===== config.mk =====
export PLATFORM = sky130hd
export DESIGN_NAME = peridot_scif_host
export DESIGN_NICKNAME = d
export VERILOG_FILES = /design/src/rtl/peridot_scif_pkg.sv /design/src/rtl/peridot_scif_host_rxfifo.sv /design/src/rtl/peridot_scif_host.sv
export SDC_FILE = /design/constraint.sdc
export NUM_CORES = 1
export LEC_CHECK = 0
export CAP_MARGIN = 10
export CORE_MARGIN = 2
export CORE_UTILIZATION = 55
export CTS_CLUSTER_SIZE = 24
export DETAILED_ROUTE_END_ITERATION = 8
export PLACE_DENSITY = 0.78
export SLEW_MARGIN = 15
export SYNTH_ARGS = -nofsm -noshare
export SYNTH_HDL_FRONTEND = slang
export SYNTH_HIERARCHICAL = 1
export SYNTH_SLANG_ARGS = --single-unit

===== constraint.sdc =====
create_clock -name clk -period 3.6 [get_ports clk]
set_input_delay 0.9 -clock clk [delete_from_list [all_inputs] [get_ports clk]]
set_output_delay 0.9 -clock clk [all_outputs]
set_load 0.005 [all_outputs]

===== src/rtl/peridot_scif_pkg.sv =====
// Shared types and frame constants for the PERIDOT SCIF host.
package peridot_scif_pkg;

  typedef enum logic [1:0] {
    TX_IDLE  = 2'd0,
    TX_START = 2'd1,
    TX_DATA  = 2'd2,
    TX_STOP  = 2'd3
  } tx_state_t;

  typedef enum logic {
    RX_HUNT = 1'b0,
    RX_DATA = 1'b1
  } rx_state_t;

  localparam logic       SCIF_START_BIT = 1'b0;
  localparam logic       SCIF_IDLE_BIT  = 1'b1;
  localparam int         SCIF_DATA_BITS = 8;
  localparam logic [2:0] SCIF_LAST_BIT  = 3'(SCIF_DATA_BITS - 1);

endpackage


===== src/rtl/peridot_scif_host_rxfifo.sv =====
// Two-entry receive FIFO; the second slot absorbs the frame the target may
// already have launched before it observes scif_rxr_n rising.
module peridot_scif_host_rxfifo (
  input  logic       clk,
  input  logic       reset,
  input  logic       push,
  input  logic [7:0] push_data,
  input  logic       pop,
  output logic [7:0] head,
  output logic [1:0] count
);

  logic [7:0] mem [2];
  logic       wr_ptr;
  logic       rd_ptr;
  logic       do_pop;
  logic       do_push;

  assign do_pop  = pop & (count != 2'd0);
  // A push into a full FIFO is dropped unless a pop frees the slot this cycle.
  assign do_push = push & ((count != 2'd2) | do_pop);
  assign head    = mem[rd_ptr];

  always_ff @(posedge clk) begin
    if (reset) begin
      mem[0] <= 8'h00;
      mem[1] <= 8'h00;
      wr_ptr <= 1'b0;
      rd_ptr <= 1'b0;
      count  <= 2'd0;
    end else begin
      if (do_push) begin
        mem[wr_ptr] <= push_data;
        wr_ptr      <= ~wr_ptr;
      end
      if (do_pop) begin
        rd_ptr <= ~rd_ptr;
      end
      case ({do_push, do_pop})
        2'b10:   count <= count + 2'd1;
        2'b01:   count <= count - 2'd1;
        default: count <= count;
      endcase
    end
  end

endmodule


===== src/rtl/peridot_scif_host.sv =====
// SCIF initiator: sclk divider, TX/RX framers and the receive FIFO.
//   state    | meaning
//   TX_IDLE  | txd=1, wait for a held byte and target ready
//   TX_START | start bit on txd, holding register moved to shifter
//   TX_DATA  | data bits 0..7, LSB first
//   TX_STOP  | one stop bit, then back to idle
//   RX_HUNT  | waiting for a sampled start bit
//   RX_DATA  | shifting in 8 data bits
module peridot_scif_host
  import peridot_scif_pkg::*;
#(
  parameter int CLKDIV = 4
) (
  input  logic       clk,
  input  logic       reset,
  output logic       in_ready,
  input  logic       in_valid,
  input  logic [7:0] in_data,
  input  logic       out_ready,
  output logic       out_valid,
  output logic [7:0] out_data,
  output logic       scif_sclk,
  output logic       scif_txd,
  input  logic       scif_txr_n,
  input  logic       scif_rxd,
  output logic       scif_rxr_n
);

  localparam int               DIV_W    = (CLKDIV > 2) ? $clog2(CLKDIV) : 1;
  localparam logic [DIV_W-1:0] DIV_LAST = DIV_W'(CLKDIV - 1);

  logic [DIV_W-1:0] div;
  logic             wrap;
  logic             rise;
  logic             fall;

  logic txr_q;
  logic rxd_q;
  logic txr_s;

  tx_state_t  tx_state;
  tx_state_t  tx_next;
  logic       tx_full;
  logic [7:0] tx_hold;
  logic [7:0] tx_sr;
  logic [2:0] tx_bit;
  logic       tx_load;
  logic       tx_shift;
  logic       txd_d;

  rx_state_t  rx_state;
  rx_state_t  rx_next;
  logic [7:0] rx_sr;
  logic [2:0] rx_bit;
  logic       rx_shift;
  logic       rx_push;
  logic [7:0] rx_byte;
  logic [1:0] fifo_count;

  // rise/fall mark the clk cycle whose closing edge moves scif_sclk, so
  // sampling and txd updates land exactly on the sclk transitions.
  assign wrap = (div == DIV_LAST);
  assign rise = wrap & ~scif_sclk;
  assign fall = wrap & scif_sclk;

  always_ff @(posedge clk) begin
    if (reset) begin
      div       <= '0;
      scif_sclk <= 1'b0;
    end else if (wrap) begin
      div       <= '0;
      scif_sclk <= ~scif_sclk;
    end else begin
      div <= div + DIV_W'(1);
    end
  end

  always_ff @(posedge clk) begin
    if (reset) begin
      txr_q <= 1'b1;
      rxd_q <= 1'b1;
      txr_s <= 1'b1;
    end else begin
      txr_q <= scif_txr_n;
      rxd_q <= scif_rxd;
      if (rise) begin
        txr_s <= txr_q;
      end
    end
  end

  assign in_ready = ~tx_full;

  always_ff @(posedge clk) begin
    if (reset) begin
      tx_state <= TX_IDLE;
    end else begin
      tx_state <= tx_next;
    end
  end

  always_comb begin
    tx_next = tx_state;
    case (tx_state)
      TX_IDLE:  if (fall && tx_full && !txr_s)           tx_next = TX_START;
      TX_START: if (fall)                                tx_next = TX_DATA;
      TX_DATA:  if (fall && (tx_bit == SCIF_LAST_BIT))   tx_next = TX_STOP;
      TX_STOP:  if (fall)                                tx_next = TX_IDLE;
      default:                                           tx_next = TX_IDLE;
    endcase
  end

  always_comb begin
    tx_load  = 1'b0;
    tx_shift = 1'b0;
    txd_d    = scif_txd;
    if (fall) begin
      case (tx_next)
        TX_START: begin
          txd_d   = SCIF_START_BIT;
          tx_load = 1'b1;
        end
        TX_DATA: begin
          txd_d    = tx_sr[0];
          tx_shift = 1'b1;
        end
        default: txd_d = SCIF_IDLE_BIT;
      endcase
    end
  end

  always_ff @(posedge clk) begin
    if (reset) begin
      scif_txd <= SCIF_IDLE_BIT;
      tx_full  <= 1'b0;
      tx_hold  <= 8'h00;
      tx_sr    <= 8'h00;
      tx_bit   <= 3'd0;
    end else begin
      scif_txd <= txd_d;
      if (tx_load) begin
        tx_sr   <= tx_hold;
        tx_full <= 1'b0;
        tx_bit  <= 3'd0;
      end else if (in_valid && in_ready) begin
        tx_hold <= in_data;
        tx_full <= 1'b1;
      end
      if (tx_shift) begin
        tx_sr <= {1'b0, tx_sr[7:1]};
        // The START->DATA shift puts bit 0 on the line, so the count stays 0.
        if (tx_state == TX_DATA) begin
          tx_bit <= tx_bit + 3'd1;
        end
      end
    end
  end

  always_ff @(posedge clk) begin
    if (reset) begin
      rx_state <= RX_HUNT;
    end else begin
      rx_state <= rx_next;
    end
  end

  always_comb begin
    rx_next = rx_state;
    case (rx_state)
      RX_HUNT: if (rise && (rxd_q == SCIF_START_BIT))   rx_next = RX_DATA;
      RX_DATA: if (rise && (rx_bit == SCIF_LAST_BIT))   rx_next = RX_HUNT;
      default:                                          rx_next = RX_HUNT;
    endcase
  end

  always_comb begin
    rx_shift = rise & (rx_state == RX_DATA);
    rx_push  = rx_shift & (rx_bit == SCIF_LAST_BIT);
    rx_byte  = {rxd_q, rx_sr[7:1]};
  end

  always_ff @(posedge clk) begin
    if (reset) begin
      rx_sr  <= 8'h00;
      rx_bit <= 3'd0;
    end else if (rx_shift) begin
      rx_sr  <= rx_byte;
      rx_bit <= rx_bit + 3'd1;
    end else if (rx_state == RX_HUNT) begin
      rx_bit <= 3'd0;
    end
  end

  peridot_scif_host_rxfifo u_rxfifo (
    .clk       (clk),
    .reset     (reset),
    .push      (rx_push),
    .push_data (rx_byte),
    .pop       (out_ready),
    .head      (out_data),
    .count     (fifo_count)
  );

  assign out_valid = (fifo_count != 2'd0);

  always_ff @(posedge clk) begin
    if (reset) begin
      scif_rxr_n <= 1'b1;
    end else begin
      scif_rxr_n <= (fifo_count != 2'd0);
    end
  end

endmodule

==> results_dict.tcl, run 1 <==
set metrics [dict create \
    final_cells 329 \
    avgSynthCellArea_um2 10.9 \
    fmax_ghz 0.390 \
    grt_use_total_pct 18.0 \
    hp-class "reg2reg" \
    root_buffer "clkbuf_8" \
    switchingPower_w 0.000295 \
    cap_violations 0 \
    ant_nets 0 \
    clk_latency_ps 330 \
    initial_core_util_pct 56.3 \
    htree_levels 3 \
    pwr-share-seq_pct 50.4 \
    drv_slew 0 \
    switching_share_pct 19.9 \
    synth_ff_type "dfxtp_1" \
    dp_hpwl_um 2950 \
    synth.yosys.seq_area_share_pct 53.4 \
    p_leak_nw 1.19 \
    die_h_um 73.1 \
    setup_tns_ps 0 \
    area_growth_pct 18.8 \
    clk_path_buf_depth 2 \
    yosysMostFrequentCell "dfxtp_1" \
    clkPwrFrac_pct 44.1 \
    synthDistinctLibCells 40 \
    post_cts_resized 0 \
    cts_num_sinks 62 \
    crit_chain "mux2_2 > clkdlybuf4s50_1" \
    io_buffers 26 \
    fin_worst_hold_slack_ps 428 \
    synth_seq_cells 62 \
    rows 25 \
    syn_area_mm2 0.00263 \
    finalNetCount 290 \
    min_from "div[0]$_SDFF_PP0_" \
    antennaDiodeCount 0 \
    synth_edf_count 16 \
    synth_fp_nets 262 \
    vias 1721 \
    crit_type "reg2out" \
    dieArea_mm2 0.00534 \
    r2r_cells 6 \
    period_share_pct 71.2 \
    numCtsBuffers 9 \
    hold_path_end "div[0]$_SDFF_PP0_" \
    pwr-share-comb_pct 5.4 \
    place.gp.congestion 0.696 \
    crit_slowest_cell "dfxtp_1" \
    r2r-end "u_rxfifo/mem[0][0]$_SDFFCE_PN0P_" \
    hold_depth 1 \
    io-pin-count 27 \
    drc 0 \
    required_ps 2700 \
    outcome "finished clean" \
    crit_path_end_kind "output pin" \
    wl_per_cell_um 13.0 \
    drt_iter0_drc 77 \
    globalRoute.totalOverflow 0 \
    period_needed_ps 2560 \
    grt_pass1_vias 1656 \
    r2r-start "div[0]$_SDFF_PP0_" \
    dp_cells 313 \
    vdd_drop_max_uv 309 \
    power-per-cell-area_mw_per_mm2 474 \
    tightest_slew_ps 689 \
    async_reset_ff_share_pct 0 \
    die_w_um 73.1 \
    r2r_slack_ps 1110 \
    ctsHoldBuffers 0 \
    grt_start_max_net_pins 39 \
    drt_pre_antenna_iters 4 \
    p_int_w 0.00119 \
    cts_tree "built" \
    yosys.area.top_type_share_pct 35.1 \
    setup_viol 0 \
    yosys-top-cells-area "dfxtp_1 (35%), edfxtp_1 (18%), mux2i_1 (7.2%)" \
    max_stage_delay_ps 510 \
    hold_viol 0 \
    drive_gt1_share_pct 12.7 \
    vias_per_cell 5.23 \
    clk_pin_slew_ps 70 \
    synth_cells 242 \
    startpoint_type "flop" \
    synth_warnings 6 \
    rsz0062_at_grt "no" \
    cts_setup_buffers 0 \
    finClkSkew_ps 4.11 \
    coreArea_mm2 0.00466 \
    slew_headroom_pct 54.0 \
    synth.top_cells.by_count "dfxtp_1 (46), nor2_1 (26), mux2i_1 (19), and2_1 (17), nand2_1 (17)" \
    yosys.area.top_type "dfxtp_1" \
    worst-path-max-fanout 8 \
    drt-total-wl_um 4270 \
    cp.arrival_ps 1660 \
    grt_pass1_wl_um 7270 \
    antenna_found_initial 0 \
]
==> layer usage <==
| layer | global-route usage [%] | routed length (µm) | share of wire (%) | vias up |
|---|---|---|---|---|
| li1 | - | - | - | 900 |
| met1 | 21.1 | 1950 | 46 | 786 |
| met2 | 28.9 | 2080 | 49 | 29 |
| met3 | 6.77 | 171 | 4.0 | 6 |
| met4 | 8.64 | 61 | 1.4 | 0 |
| met5 | 0 | 0 | 0 | - |
==> worst max path at each step <==
stage                           start                               end  cells past startpoint
global placement            out_ready    u_rxfifo/count[1]$_SDFFE_PP0P_                      6
detailed placement          out_ready  u_rxfifo/mem[0][0]$_SDFFCE_PN0P_                      4
finish                           flop                       out_data[5]                      2
global route        div[0]$_SDFF_PP0_  u_rxfifo/mem[0][7]$_SDFFCE_PN0P_                      6
floorplan           div[0]$_SDFF_PP0_    u_rxfifo/count[1]$_SDFFE_PP0P_                      9
CTS                              flop                       out_data[5]                      2
==> cell usage in the layout (no fill, tap or decap), types with 3 or more instances in the layout <==
cell type,instances
nand2b_1,3
nand3_1,11
nor2b_1,6
buf_4,3
ha_1,6
nor2_1,26
dfxtp_1,46
clkdlybuf4s50_1,26
or2_2,3
a211oi_1,7
or3_1,3
clkbuf_8,10
mux2_2,8
mux2i_1,19
nand2_1,17
edfxtp_1,16
and2_1,17
xnor2_1,4
a21oi_1,13
==> state kept, by name, indices dropped and copies added, names as in the netlist, named ones only <==
register         count
u_rxfifo/mem        16
rx_state             1
tx_full              1
u_rxfifo/count       2
rx_bit               3
scif_rxr_n           1
txr_s                1
tx_bit               3
rxd_q                1
u_rxfifo/rd_ptr      1
scif_sclk            1
txr_q                1
tx_sr                8
tx_state             2
tx_hold              8
div                  2
u_rxfifo/wr_ptr      1
scif_txd             1
rx_sr                7
==> worst max-delay path: cells and delay by family (launching register included) <==
| family | cells | cell delay (ps) |
|---|---|---|
| buffers and inverters | 1 | 440 |
| multiplexers | 1 | 380 |
| flip-flops | 1 | 510 |
==> kinds of logic (layout without fill, tap and decap cells) <==
family,count (synthesis),after routing,synth area share (%)
buffers and inverters,14,47,3.00
xor gates and xnor gates,5,5,1.67
AOI/OAI and AO/OA,30,30,7.72
adders and majority gates,6,6,2.86
and+or+nand+nor,98,98,20.7
DFF,62,62,53.4
muxes,27,27,10.7
==> power by group through the flow <==
| stage | Clock (W) | Combinational [W] | Sequential (W) |
|---|---|---|---|
| detailed placement | 0 | 0.0000814 | 0.000762 |
| global route | 0.000697 | 0.0000896 | 0.000748 |
| floorplan | 0 | 0.0000478 | 0.000757 |
| finish | 0.000653 | 0.0000806 | 0.000746 |
| global placement | 0 | 0.0000798 | 0.000761 |
| CTS | 0.000670 | 0.0000819 | 0.000747 |
==> cell type report <==
class / instances / area [µm²]
multi-input cells: 166 / 1150
fillers: 369 / 1540
well taps: 54 / 67.6
flip-flops and latches: 62 / 1400
repair buffers: 29 / 283
clock inverters: 5 / 72.6
inverters: 2 / 7.51
clock buffers: 11 / 141
==> per-stage QoR <==
| step | cell area, µm² | util, % | total power, W | worst slack, ps |
|---|---|---|---|---|
| floorplan | 2630 | - | 0.000805 | 1180 |
| global route | 3120 | 66.9 | 0.00153 | 887 |
| CTS | 3120 | 66.9 | 0.00150 | 996 |
| global placement | 2910 | 62.3 | 0.000841 | 839 |
| finish | 3120 | 66.9 | 0.00148 | 1040 |
| detailed placement | 2910 | 62.3 | 0.000843 | 787 |
Power figures use the tool's default switching activity.
==> run 2, diff against run 1 <==
clock period = 2.5 ns   (was 3.6 ns; I/O delays follow)
==> results_dict.tcl, run 2 (synthesized netlist as in run 1, its figures left out) <==
set metrics [dict create \
    dp_hpwl_um 2920 \
    r2r_slack_ps 210 \
    top_regs "u_rxfifo/mem (16), tx_hold (8), tx_sr (8)" \
    crit_buf_inv 1 \
    antenna_found_initial 0 \
    coreArea_mm2 0.00466 \
    io-pin-count 27 \
    ant_nets 0 \
    startpoint_type "flop" \
    r2r_cells 7 \
    grt_start_max_net_pins 26 \
    cp.arrival_ps 1680 \
    root_buffer "clkbuf_8" \
    area_growth_pct 20.8 \
    grt_use_total_pct 18.2 \
    cts_num_sinks 62 \
    rsz0062_at_grt "no" \
    antennaDiodeCount 0 \
    drc 0 \
    power-per-cell-area_mw_per_mm2 681 \
    r2r-start "div[0]$_SDFF_PP0_" \
    largest_reg_flops 16 \
    post_cts_resized 0 \
    finalNetCount 295 \
    hold_viol 0 \
    grt_pass1_vias 1636 \
    top_register "u_rxfifo/mem" \
    r2r-end "u_rxfifo/count[1]$_SDFFE_PP0P_" \
    ctsHoldBuffers 0 \
    setup_tns_ps 0 \
    final_area_mm2 0.00317 \
    cpLargestDelayFamily "flip-flops" \
    drv_slew 0 \
    numCtsBuffers 9 \
    hold_path_end "div[0]$_SDFF_PP0_" \
    clk_latency_ps 330 \
    initial_core_util_pct 56.3 \
    cap_violations 0 \
    clk_pin_slew_ps 70 \
    crit_path_end_kind "output pin" \
    dpl-instance-area_mm2 0.00294 \
    tightest_slew_ps 435 \
    die_w_um 73.1 \
    min_from "div[0]$_SDFF_PP0_" \
    crit_chain "mux2_2 > clkdlybuf4s50_1" \
    required_ps 1880 \
    fmax_ghz 0.434 \
    crit_type "reg2out" \
    dieArea_mm2 0.00534 \
    htree_levels 3 \
    p_leak_nw 1.23 \
    max_stage_delay_ps 520 \
    final_cell_mix "dfxtp_1 (46), nor2_1 (26), clkdlybuf4s50_1 (26)" \
    final_common_cell "dfxtp_1" \
    io_buffers 26 \
    vias 1761 \
    crit_slowest_cell "dfxtp_1" \
    cts_setup_buffers 0 \
    drt-total-wl_um 4210 \
    vdd_drop_max_uv 394 \
    setup_viol 0 \
    outcome "finished clean" \
    drive_gt1_share_pct 15.0 \
    period_share_pct 92.2 \
    globalRoute.totalOverflow 0 \
    vias_per_cell 5.27 \
    place.gp.congestion 0.712 \
    slew_headroom_pct 70.9 \
    period_needed_ps 2310 \
    hp-class "reg2reg" \
    rows 25 \
    clk_path_buf_depth 2 \
    cts_tree "built" \
    wl_per_cell_um 12.6 \
    fin_worst_hold_slack_ps 432 \
    drt_iter0_drc 56 \
    worst-path-max-fanout 8 \
    drt_pre_antenna_iters 4 \
    hold_depth 1 \
    total_power_w 0.00216 \
    grt_pass1_wl_um 7240 \
    finClkSkew_ps 6.18 \
    die_h_um 73.1 \
]
==> run 2: cell types whose count changed in the layout (fill, tap and decap cells not counted), sizes merged <==
| cell | delta |
|---|---|
| bufinv | -1 |
| buf | +5 |
| clkinv | -2 |
| clkbuf | +3 |
==> run 2: report_power, final <==
part,internal [W],switching [W],total (W)
clock network,0.000602,0.000366,0.000968
logic,0.0000698,0.0000501,0.000120
registers,0.00106,0.0000138,0.00107
==> run 2: final cells by class <==
class | count | area (µm²)
Inverter | 2 | 7.51
Multi-Input combinational cell | 166 | 1150
Sequential cell | 62 | 1400
Tap cell | 54 | 67.6
Clock buffer | 14 | 194
Timing Repair Buffer | 34 | 320
Clock inverter | 2 | 35.0
Fill cell | 353 | 1490
==> run 2: per-stage QoR <==
step	utilization [%]	std cells	worst slack, ps
2_1_floorplan	-	242	81.3
6_report	68.1	334	194
3_3_place_gp	63.1	318	106
4_1_cts	68.1	334	153
3_5_place_dp	63.1	318	61.0
5_1_grt	68.1	334	97.1
==> run 2: how the worst max path moves through the flow <==
stage / cells past startpoint / slack, ps / endpoint
final: 2 / 190 / out_data[1]
after global routing: 7 / 100 / u_rxfifo/count[1]$_SDFFE_PP0P_
after CTS: 2 / 150 / out_data[1]
after detailed placement: 6 / 60 / u_rxfifo/count[1]$_SDFFE_PP0P_
after global placement: 6 / 110 / u_rxfifo/count[1]$_SDFFE_PP0P_
after floorplan: 9 / 80 / u_rxfifo/count[1]$_SDFFE_PP0P_
==> run 2: layer usage <==
| layer | track usage (%) | wire length [µm] | vias up |
|---|---|---|---|
| li1 | - | - | 908 |
| met1 | 20.2 | 1880 | 817 |
| met2 | 29.1 | 2030 | 27 |
| met3 | 7.73 | 193 | 9 |
| met4 | 10.5 | 99 | 0 |
| met5 | 0 | 0 | - |
==> run 2: worst reg2reg max path, stage by stage (launching register included) <==
cell and delay, ps:
dfxtp_1 340, ha_1 270, nor2b_1 190, and3_1 220, or2b_2 330, ha_1 350, or3_1 390, a21oi_1 140
==> run 3, diff against run 2 <==
CORE_MARGIN = 3   (was 2)
==> results_dict.tcl, run 3 (synthesized netlist as in run 1, its figures left out) <==
set metrics [dict create \
    outcome "finished clean" \
    grt_start_max_net_pins 33 \
    place.gp.congestion 0.733 \
    post_cts_resized 0 \
    fillers 346 \
    vias 1803 \
    p_leak_nw 1.20 \
    root_buffer "clkbuf_8" \
    clk_latency_ps 330 \
    crit_type "reg2reg" \
    ant_nets 0 \
    cts_num_sinks 62 \
    hp-class "reg2reg" \
    die_h_um 75.1 \
    crit_top_cell "ha_1" \
    crit_slowest_cell "or3_1" \
    globalRoute.totalOverflow 0 \
    rsz0062_at_grt "no" \
    cap_violations 0 \
    total_power_w 0.00202 \
    antenna_found_initial 0 \
    r2r-end "u_rxfifo/count[1]$_SDFFE_PP0P_" \
    setup_slack_ps 200 \
    required_ps 2760 \
    hold_depth 1 \
    cp.arrival_ps 2560 \
    hold_path_end "txr_s$_SDFFE_PP1P_" \
    io_buffers 26 \
    numCtsBuffers 9 \
    die_w_um 75.1 \
    worst-path-max-fanout 6 \
    htree_levels 3 \
    drv_slew 0 \
    slew_headroom_pct 70.8 \
    clk_path_buf_depth 2 \
    vias_per_cell 5.43 \
    dp_slack_ps 60.2 \
    power-per-cell-area_mw_per_mm2 645 \
    grt_pass1_wl_um 7410 \
    startpoint_type "flop" \
    drt_pre_antenna_iters 4 \
    vdd_drop_max_uv 454 \
    cts_tree "built" \
    rows 24 \
    area_growth_pct 19.2 \
    fmax_ghz 0.435 \
    antennaDiodeCount 0 \
    io-pin-count 27 \
    regArea_mm2 0.00140 \
    top_regs "u_rxfifo/mem (16), tx_hold (8), tx_sr (8)" \
    r2r-start "div[0]$_SDFF_PP0_" \
    multiInputGateArea_mm2 0.00115 \
    drt_iter0_drc 75 \
    hold_viol 0 \
    crit_buf_inv 0 \
    setup_viol 0 \
    final_cell_mix "dfxtp_1 (46), nor2_1 (26), clkdlybuf4s50_1 (26)" \
    coreArea_mm2 0.00447 \
    min_from "txr_q$_SDFF_PP1_" \
    cts_setup_buffers 0 \
    initial_core_util_pct 58.7 \
    finClkSkew_ps 6.41 \
    grt_use_total_pct 17.4 \
    period_needed_ps 2300 \
    final_common_cell "dfxtp_1" \
    dp_hpwl_um 2970 \
    cpLargestDelayFamily "simple AND/OR/NAND/NOR gates" \
    largest_reg_flops 16 \
    final_cells 332 \
    crit_chain "ha_1 > nor2b_1 > and3_1 > or2b_2 > ha_1 > or3_1 > a21oi_1" \
    clk_pin_slew_ps 60 \
    setup_tns_ps 0 \
    max_stage_delay_ps 390 \
    r2r_cells 7 \
    drive_gt1_share_pct 15.4 \
    startpoint "div[0]$_SDFF_PP0_" \
    grt_pass1_vias 1734 \
    drc 0 \
    dp_cells 316 \
    ctsHoldBuffers 0 \
    period_share_pct 92.0 \
    crit_path_end_kind "flop" \
    finalNetCount 295 \
    wl_per_cell_um 12.8 \
    dieArea_mm2 0.00564 \
    top_register "u_rxfifo/mem" \
    drt-total-wl_um 4270 \
    r2r_slack_ps 200 \
    tightest_slew_ps 436 \
]
==> run 3: cell count changes in the layout (fill, tap and decap cells not counted) <==
cell	change
clkbuf_1	-1
clkbuf_16	-1
clkbuf_8	-3
clkinv_2	+3
clkinvlp_4	+2
==> run 3: worst reg2reg max path: stages (launching register included) <==
cell	delay, ps
dfxtp_1	340
ha_1	270
nor2b_1	200
and3_1	220
or2b_2	330
ha_1	340
or3_1	390
a21oi_1	140
==> run 3: power breakdown <==
part           internal, W  switching (W)  total (W)
Combinational    0.0000698      0.0000515   0.000121
Sequential         0.00106      0.0000133    0.00107
Clock             0.000452       0.000373   0.000825
==> run 3: layout make-up <==
class                   count  area share [%]
repair buffers             34            10.2
well taps                  52            2.08
clock inverters             7            2.08
flip-flops and latches     62            44.8
clock buffers               9            3.96
inverters                   2           0.240
multi-input cells         166            36.6
==> run 3: per-stage QoR <==
step	hold slack [ps]	util, %	cell area [µm²]
detailed placement	427	65.7	2940
finish	441	69.9	3130
floorplan	404	-	2630
global route	467	69.9	3130
global placement	412	65.7	2940
CTS	443	69.9	3130
==> run 3: metal layers <==
metal | vias to the layer above | track usage (%) | share of wire (%)
li1 | 910 | - | -
met1 | 836 | 19.6 | 45
met2 | 42 | 29.5 | 48
met3 | 15 | 4.94 | 4.2
met4 | 0 | 9.88 | 3.1
met5 | - | 0 | 0
==> run 3: how the worst max path moves through the flow <==
stage	end	slack, ps	cells past startpoint
floorplan	u_rxfifo/count[1]$_SDFFE_PP0P_	80	9
global placement	u_rxfifo/count[1]$_SDFFE_PP0P_	110	6
detailed placement	u_rxfifo/count[1]$_SDFFE_PP0P_	60	6
CTS	out_data[3]	170	2
global route	u_rxfifo/count[1]$_SDFFE_PP0P_	40	7
finish	u_rxfifo/count[1]$_SDFFE_PP0P_	200	7
